**config.mk**
```make
export PLATFORM = sky130hd
export DESIGN_NAME = booth_mult8
export DESIGN_NICKNAME = d
export VERILOG_FILES = /design/src/rtl/booth_pkg.sv /design/src/rtl/eight_bit_as.sv /design/src/rtl/booth_mult8.sv
export SDC_FILE = /design/constraint.sdc
export NUM_CORES = 1
export LEC_CHECK = 0
export ABC_AREA = 1
export ABC_CLOCK_PERIOD_IN_PS = 3000
export BUFFER_PORTS_ARGS = -buffer_cell sky130_fd_sc_hd__buf_2
export CORE_ASPECT_RATIO = 0.8
export CORE_MARGIN = 5
export CORE_UTILIZATION = 58
export CTS_BUF_LIST = sky130_fd_sc_hd__clkbuf_8
export DETAILED_ROUTE_END_ITERATION = 7
export GPL_ROUTABILITY_DRIVEN = 0
export PLACE_DENSITY = 0.81
export REMOVE_ABC_BUFFERS = 1
export SYNTH_ARGS = -nofsm -noshare
export SYNTH_HDL_FRONTEND = slang
export SYNTH_SLANG_ARGS = --single-unit
```
**constraint.sdc**
```tcl
create_clock -name clk -period 3 [get_ports clk]
set_input_delay 0.45 -clock clk [delete_from_list [all_inputs] [get_ports clk]]
set_output_delay 0.45 -clock clk [all_outputs]
set_load 0.02 [all_outputs]
```
**src/rtl/booth_pkg.sv**
```systemverilog
// booth_pkg: shared state encoding and sizing constants for the Booth multiplier
package booth_pkg;
  localparam int N = 8;
  localparam int ITER = 8;
  typedef enum logic [1:0] {IDLE = 2'd0, CALC = 2'd1, DONE = 2'd2} state_t;
endpackage

```
**src/rtl/eight_bit_as.sv**
```systemverilog
// eight_bit_as: 8-bit two's-complement adder/subtractor (op=0 add, op=1 subtract) with overflow
module eight_bit_as (
  input  logic [7:0] x,
  input  logic [7:0] y,
  input  logic       op,
  output logic [7:0] sum,
  output logic       ovf
);
  logic [7:0] yb;
  logic [7:0] lo;
  logic [1:0] hi;
  always_comb begin
    yb = y ^ {8{op}};
    lo = {1'b0, x[6:0]} + {1'b0, yb[6:0]} + {7'd0, op};
    hi = {1'b0, x[7]} + {1'b0, yb[7]} + {1'b0, lo[7]};
    sum = {hi[0], lo[6:0]};
    ovf = lo[7] ^ hi[1];
  end
endmodule

```
**src/rtl/booth_mult8.sv**
```systemverilog
// booth_mult8: sequential radix-2 Booth signed multiplier, one iteration per clock
module booth_mult8 #(
  parameter int N = 8
) (
  input  logic           clk,
  input  logic           rst,
  input  logic           start,
  input  logic [N-1:0]   a,
  input  logic [N-1:0]   b,
  output logic [2*N-1:0] product,
  output logic           busy,
  output logic           done
);
  import booth_pkg::*;
  state_t state, nxt;
  logic [N-1:0] m, acc, q, sum, acc_n;
  logic [3:0] cnt;
  logic q_1, ovf, sgn, act, accept, last;
  eight_bit_as u_as (.x(acc), .y(m), .op(q[0]), .sum(sum), .ovf(ovf));
  always_comb begin
    accept = start && state != CALC;
    last = cnt == 4'(ITER - 1);
    act = q[0] ^ q_1;
    acc_n = act ? sum : acc;
    // overflow-corrected sign keeps the shift exact when A-M wraps (M=-128)
    sgn = act ? sum[N-1] ^ ovf : acc[N-1];
    nxt = accept ? CALC : (state == CALC ? (last ? DONE : CALC) : IDLE);
    busy = state == CALC;
    done = state == DONE;
  end
  always_ff @(posedge clk or posedge rst)
    if (rst) state <= IDLE;
    else state <= nxt;
  always_ff @(posedge clk or posedge rst) begin
    if (rst) begin
      m <= '0;
      acc <= '0;
      q <= '0;
      q_1 <= 1'b0;
      cnt <= '0;
      product <= '0;
    end else if (accept) begin
      m <= a;
      acc <= '0;
      q <= b;
      q_1 <= 1'b0;
      cnt <= '0;
    end else if (state == CALC) begin
      acc <= {sgn, acc_n[N-1:1]};
      q <= {acc_n[0], q[N-1:1]};
      q_1 <= q[0];
      cnt <= cnt + 4'd1;
      if (last) product <= {sgn, acc_n, q[N-1:1]};
    end
  end
endmodule

```
* Word level (Yosys, flattened, before mapping)
Index checks and enable logic that the tools add are counted.
** Storage, ports and cells
- Flip-flop bits (word level) :: 47
- Logic and storage cells :: 37
** Operators by class
- Add/subtract/negate cells :: 5
- Eq/ne operators :: 4
- Multiplexer cells :: 13
- Bitwise gates (word level) :: 5
- Reduce and logical (&&, ||, !) cells :: 3
** Operators with widths (number)
- 8-bit two-way mux :: 5
- 7-bit by 7-bit adder with 8-bit output :: 1
- 8-bit by 1-bit adder with 8-bit output :: 1
- 4-bit two-way mux :: 2
- 8-bit bitwise XOR :: 1
- 2-bit two-way mux :: 3
- 4-bit by 1-bit adder with 4-bit output, second input constant :: 1
- 4-bit by 3-bit equality test with 1-bit output, second input constant :: 1
- 1-bit two-way mux :: 3
- 3-bit AND reduction :: 1
- 1-bit bitwise XOR :: 3
- 1-bit by 1-bit adder with 2-bit output :: 1
- 2-bit by 1-bit adder with 2-bit output :: 1
- 2-bit by 1-bit equality test with 1-bit output, second input constant :: 1
- 2-bit equality test, second input constant :: 1
- 2-bit by 1-bit inequality test with 1-bit output, second input constant :: 1
- 2-bit nonzero test :: 1
- 1-bit logical AND :: 1
- 1-bit NOT :: 1

* Logic depth before layout (Yosys ltp)
Gate-level depths: netlist of the first run.
- Depth in word-level cells :: 9
- Depth in mapped cells :: 16
- Depth with buffers taken out :: 15

* Hierarchy
From an unflattened synthesis of the first run, not the netlist that was laid out.
** Second synthesis, totals
- Cell total of the unflattened synthesis :: 332
- Area total of the unflattened synthesis :: 2527.4 sq um
** Modules (own cells, without submodules)
- booth_mult8 :: times used 1, cells an instance 257, area each 2070.7 sq um
- eight_bit_as :: times used 1, cells an instance 75, area each 456.7 sq um

* Worst setup path before layout of the first run
Ideal clock, no wire load.
- Kind :: reg2reg
- Start :: register q[0]
- End :: register acc[6]
- Setup time :: 0.129 ns
- Arrival :: 2.270 ns
- Data required time :: 2.871 ns
- Setup slack :: 0.601 ns
- Cell stages (with the launch flop) :: 17
- Cell sequence :: dfrtp_1 > buf_6 > xor2_1 > ha_1 > nand2_1 > nand2_1 > nand2_1 > nand3_1 > nand2_1 > a21oi_1 > nor2_1 > inv_1 > fa_1 > nand2_1 > nand2_1 > nand2_1 > o21ai_0
** Between the ends
- Longest elaborated chain between the ends :: 7
- Elaborated cells between the ends (all ways) :: 9
** RTL lines
- start, declared :: RTL line booth_mult8.sv:16 : logic [N-1:0] m, acc, q, sum, acc_n;
- start signal, assigned :: RTL line booth_mult8.sv:50 : q <= {acc_n[0], q[N-1:1]};
- 8-bit bitwise XOR :: RTL line eight_bit_as.sv:13 : yb = y ^ {8{op}};
- 7-bit by 7-bit adder with 8-bit output :: RTL line eight_bit_as.sv:14 : lo = {1'b0, x[6:0]} + {1'b0, yb[6:0]} + {7'd0, op};
- 8-bit by 1-bit adder with 8-bit output :: RTL line eight_bit_as.sv:14
- 2-bit by 1-bit adder with 2-bit output :: RTL line eight_bit_as.sv:15 : hi = {1'b0, x[7]} + {1'b0, yb[7]} + {1'b0, lo[7]};
- 8-bit two-way mux (*) :: RTL line booth_mult8.sv:24 : acc_n = act ? sum : acc;
- 8-bit two-way mux (*) :: RTL line booth_mult8.sv:48 : end else if (state == CALC) begin
- 8-bit two-way mux (*) :: RTL line booth_mult8.sv:42 : end else if (accept) begin
- end signal, assigned :: RTL line booth_mult8.sv:49 : acc <= {sgn, acc_n[N-1:1]};
- end, declared :: RTL line booth_mult8.sv:16
Every way passes the cells marked *; elsewhere a longest branch is shown, timed or not. The select of a mux whose other input is x is not followed.
A chain may end at the register's enable or synchronous reset.

* Worst setup path in the final report of the first run
Ends and elaborated chain as after synthesis.

==> results of run 1 <==
==> flip-flops by register name, indices dropped and copies added (netlist names) <==
| register | flops |
|---|---|
| q_1 | 1 |
| cnt | 4 |
| q | 8 |
| product | 16 |
| m | 8 |
| acc | 8 |
| state | 2 |
==> through the flow <==
step	std cells	utilization, %	setup slack, ps
after global placement	364	66.6	330
after CTS	372	69.6	154
after floorplan	272	-	457
final	372	69.6	327
after detailed placement	364	66.6	178
after global routing	372	69.6	77.8
==> layer usage <==
metal  vias to the layer above  GRT usage [%]
met3                         7           4.27
met2                        40           29.0
met5                         -              0
met1                       885           29.6
li1                        959              -
met4                         0           7.68
==> cells by family (layout without fill, tap and decap cells) <==
logic type	Yosys count	count (layout)	share of synthesized area (%)
buffers and inverters	40	76	7.60
and+or+nand+nor	143	143	25.5
DFF	47	47	49.2
xor gates and xnor gates	10	10	3.67
AOI/OAI and AO/OA	31	31	7.81
adders and majority gates	10	10	6.18
==> worst max path at each step <==
stage / startpoint / to / slack (ps) / depth (start not counted)
floorplan: q[0] / acc[6] / 460 / 15
global placement: q[0] / acc[6] / 330 / 15
detailed placement: q[0] / acc[6] / 180 / 15
CTS: q[0] / acc[6] / 150 / 15
global route: q[0] / acc[6] / 80 / 15
finish: q[0] / acc[6] / 330 / 15
==> worst register-to-register path, stage by stage (launching register included) <==
cell	delay [ps]
dfrtp_2	550
xor2_1	300
ha_1	310
nand2_1	80
nor2_1	40
nand2_1	70
nand3_1	70
nand2_1	80
a21oi_1	60
nor2_1	170
inv_1	90
fa_1	440
nand2_1	90
nand2_1	50
nand2_1	50
o21ai_0	90
==> final cells by class <==
class	count	area, um^2
sequential	47	1180
fill	322	1180
multi-input combinational	194	1030
timing repair buffer	37	188
inverter	31	119
clock buffer	6	82.6
tap	55	68.8
clock inverter	2	35.0
==> Yosys cell counts, drive strengths merged <==
| library cell | number |
|---|---|
| a21oi | 4 |
| a22o | 2 |
| a31oi | 2 |
| buf | 9 |
| dfrtp | 47 |
| fa | 3 |
| ha | 7 |
| inv | 31 |
| nand2 | 112 |
| nand3 | 15 |
| nand3b | 1 |
| nand4 | 3 |
| nor2 | 7 |
| nor3 | 1 |
| nor3b | 1 |
| o211ai | 3 |
| o21ai | 15 |
| o221ai | 3 |
| o22ai | 2 |
| or2 | 3 |
| xnor2 | 2 |
| xor2 | 8 |
==> run metrics, run 1 <==
status finished clean; unrepaired setup endpoints after global routing no; CP max stage cell dfrtp_2; MaxCap Viol Count 0; WL met1 2.40 mm; cts hold-fix bufs 0; Yosys cell types 29; critical path type flop to flop; f_max 374 MHz; reg-to-reg endpoint acc[6]; kind of end point of the critical path flop; Detailed Routing Iterations Pass 1 4; Buf/Inv on CP 1; CTS H-tree depth 2; min cycle time layout 2670 ps; final count of negative-setup-slack endpoints 0; routed length on met3 248 um; Syn Std Cell Area 2390 um^2; Post-Route Setup TNS 0 ps; setup bufs post-CTS 0; top sig layer met4; Hold Path Depth 3; Skew-Pair Late Insertion Delay 300 ps; Die W 81.7 um; cell row count 20; largest net degree at the start of global routing 48; antenna viol nets, final 0; Sink Count 47; crit-path most repeated cell nand2_1; die area 5510 um^2; diodes inserted 0; Startpoint Class flop; DRC violations left 0; HP Start a[5]; Worst Skew 5.04 ps; Hold Crit Endpoint m[5]; Syn Area/Cell 8.50 um^2; Critical Path RT 3180 ps; Routed wire per std cell 12.9 um; Crit Path Max Fanout 10; via density per instance 5.08; final cycle utilization of the critical path 89.1%; Total GRT Usage 20.1%; Initial Utilization 61.6%; Die Span Y 67.4 um; Max stage delay on crit path 550 ps; # port buffers 36; met2 WL 2.06 mm; final hold violation count 0; TritonCTS Buffers 5; Worst R2R Path Depth 15; cell family with most CP delay adder cells; post-synth top area share 49.2%; Resized cells post-CTS 0; commonest non-fill, non-tap cell in the layout nand2_1; Root Buffer clkbuf_8; Core Area 3880 um^2; grt total ovfl 0; Nets 345; CTS tree built; Final HPWL DP 3.45 mm; layout cells sized above 1 18.0%; maximum clock path buffer count 2; Initial DRC Count 97; worst-margin pin slew 938 ps; Slew HR 37.4%; Worst Path Arrival 2850 ps; Placed Area 2580 um^2; Synth Instances 281; Seq/Total Area, Yosys 49.2%; hold_ws 342 ps; routed wire length 4.78 mm; synth-to-layout area growth 13.1%; global-route wire length before repair 8.27 mm; vias in the first global route 1791; detailed-route via count 1891; Yosys reg bits 47; most frequent cells in the layout 108 x nand2_1, 46 x dfrtp_1, 36 x buf_2; worst reg-to-reg setup slack 330 ps; Clock transition at path regs 80 ps; I/O pins 37; CP Cell Sequence xor2_1, ha_1, nand2_1, nor2_1, nand2_1, nand3_1, nand2_1, a21oi_1, nor2_1, inv_1, fa_1, nand2_1, nand2_1, nand2_1, o21ai_0; top post-synthesis cells by area dfrtp_1 49%, nand2_1 17%, inv_1 4.1%; synth warn 0; Hold Path Class input port to flop; area leader, netlist dfrtp_1; initial antenna violation count 0; r2r startpoint q[0]; Final Max Tran Viols 0; design area 2700 um^2
Power of run 1 is not shown: default switching activity piles up to over one toggle a cycle in this logic, so the estimate is an artifact.
==> run 2, diff against run 1 <==
Settings changed: SETUP_SLACK_MARGIN set to 0.4.
==> run 2 against run 1 <==
  * Register-to-register slack better by 40 ps
  * Fmax up 1.7%
  * Sequential share of layout area down 1.9 points
  * Non-clock buffer count up 9
  * Die area unchanged
  * Critical endpoint is now acc[7]
==> run metrics, run 2 (synthesized netlist as in run 1, its figures left out) <==
min cycle time layout 2630 ps; Detailed Routing Iterations Pass 1 4; max FFs per register 16; Startpoint Class flop; r2r startpoint q[0]; kind of end point of the critical path flop; Sink Count 47; Slew HR 37.3%; non-filler cells, final 381; Placed Area 2580 um^2; f_max 380 MHz; final cycle utilization of the critical path 87.6%; Final Max Tran Viols 0; most frequent cells in the layout 104 x nand2_1, 46 x dfrtp_1, 36 x buf_2; Worst Skew 6.19 ps; commonest non-fill, non-tap cell in the layout nand2_1; crit path capture acc[7]; initial antenna violation count 0; grt total ovfl 0; global-route wire length before repair 8.36 mm; synth-to-layout area growth 18.2%; # placed instances 364; reg-to-reg endpoint acc[7]; via density per instance 5.17; TritonCTS Buffers 5; Nets 354; Hold Path Class input port to flop; Die Span Y 67.4 um; Initial DRC Count 119; critical path type flop to flop; Worst R2R Path Depth 14; I/O pins 37; worst-margin pin slew 939 ps; CTS tree built; Worst Path Arrival 2820 ps; Die W 81.7 um; Root Buffer clkbuf_8; status finished clean; detailed-route via count 1971; CTS H-tree depth 2; Final HPWL DP 3.45 mm; DRC violations left 0; MaxCap Viol Count 0; vias in the first global route 1827; routed wire length 5.11 mm; Post-Route Setup TNS 0 ps; unrepaired setup endpoints after global routing yes; diodes inserted 0; antenna viol nets, final 0; Critical Path RT 3190 ps; # port buffers 36; Initial Utilization 61.6%; die area 5510 um^2; cell row count 20; Worst Setup SP q[0]; layout cells sized above 1 24.2%; Crit Path Max Fanout 6; Routed wire per std cell 13.4 um; final hold violation count 0; Total GRT Usage 20.2%; Fill cells 287; Core Area 3880 um^2; Skew-Pair Late Insertion Delay 300 ps; design area 2820 um^2; final count of negative-setup-slack endpoints 0; cts hold-fix bufs 0; worst reg-to-reg setup slack 370 ps; Top reg by flops product; Clock transition at path regs 80 ps; maximum clock path buffer count 2; largest net degree at the start of global routing 48
run 2: final cells by class:
class,instances,area [um^2],area share [%]
inverters,31,119,4.21
flip-flops and latches,47,1180,41.7
well taps,55,68.8,2.44
repair buffers,46,255,9.04
clock inverters,2,35.0,1.24
multi-input cells,194,1090,38.5
clock buffers,6,82.6,2.92
run 2: worst max-delay path, stage by stage, from the launching register on:
cell and delay [ps]:
dfrtp_2 490, xor2_1 200, ha_1 380, nand2_1 100, nor2_1 130, nand2_1 100
nand3_2 80, nand2_2 60, a21oi_2 140, nor2_2 60, buf_4 130, fa_2 330
nand2_1 90, nand2_1 50, a22o_1 180
run 2: worst min-delay path by stage:
stage / from / to / slack, ps / cells after the start
6_report: a[1] / m[1] / 340 / 3
5_1_grt: a[1] / m[1] / 340 / 3
4_1_cts: a[5] / m[5] / 340 / 3
3_5_place_dp: product[5] / product[5] / 460 / 2
3_3_place_gp: product[5] / product[5] / 460 / 2
2_1_floorplan: cnt[3] / cnt[3] / 460 / 1
run 2: stage by stage:
stage	hold WS [ps]	utilization [%]	setup WS (ps)
finish	344	72.8	371
global route	340	72.8	241
CTS	340	70.4	408
detailed placement	462	66.6	178
global placement	458	66.6	330
floorplan	459	-	457
run 2: routing by layer:
layer  vias to the layer above  part of all wire (%)  GRT usage (%)
li1                        976                     -              -
met2                        73                    46           29.9
met5                         -                     0              0
met3                         7                   8.6           4.27
met4                         0                   1.3           7.68
met1                       915                    44           29.3
run 2: timing repair:
item | in CTS | in global routing
resized for setup | 1 | 14
pin swaps | 0 | 11
setup buffers | 4 | 5
endpoints found under the setup margin | 3 | 2
Power of run 2 is left out for the same reason.
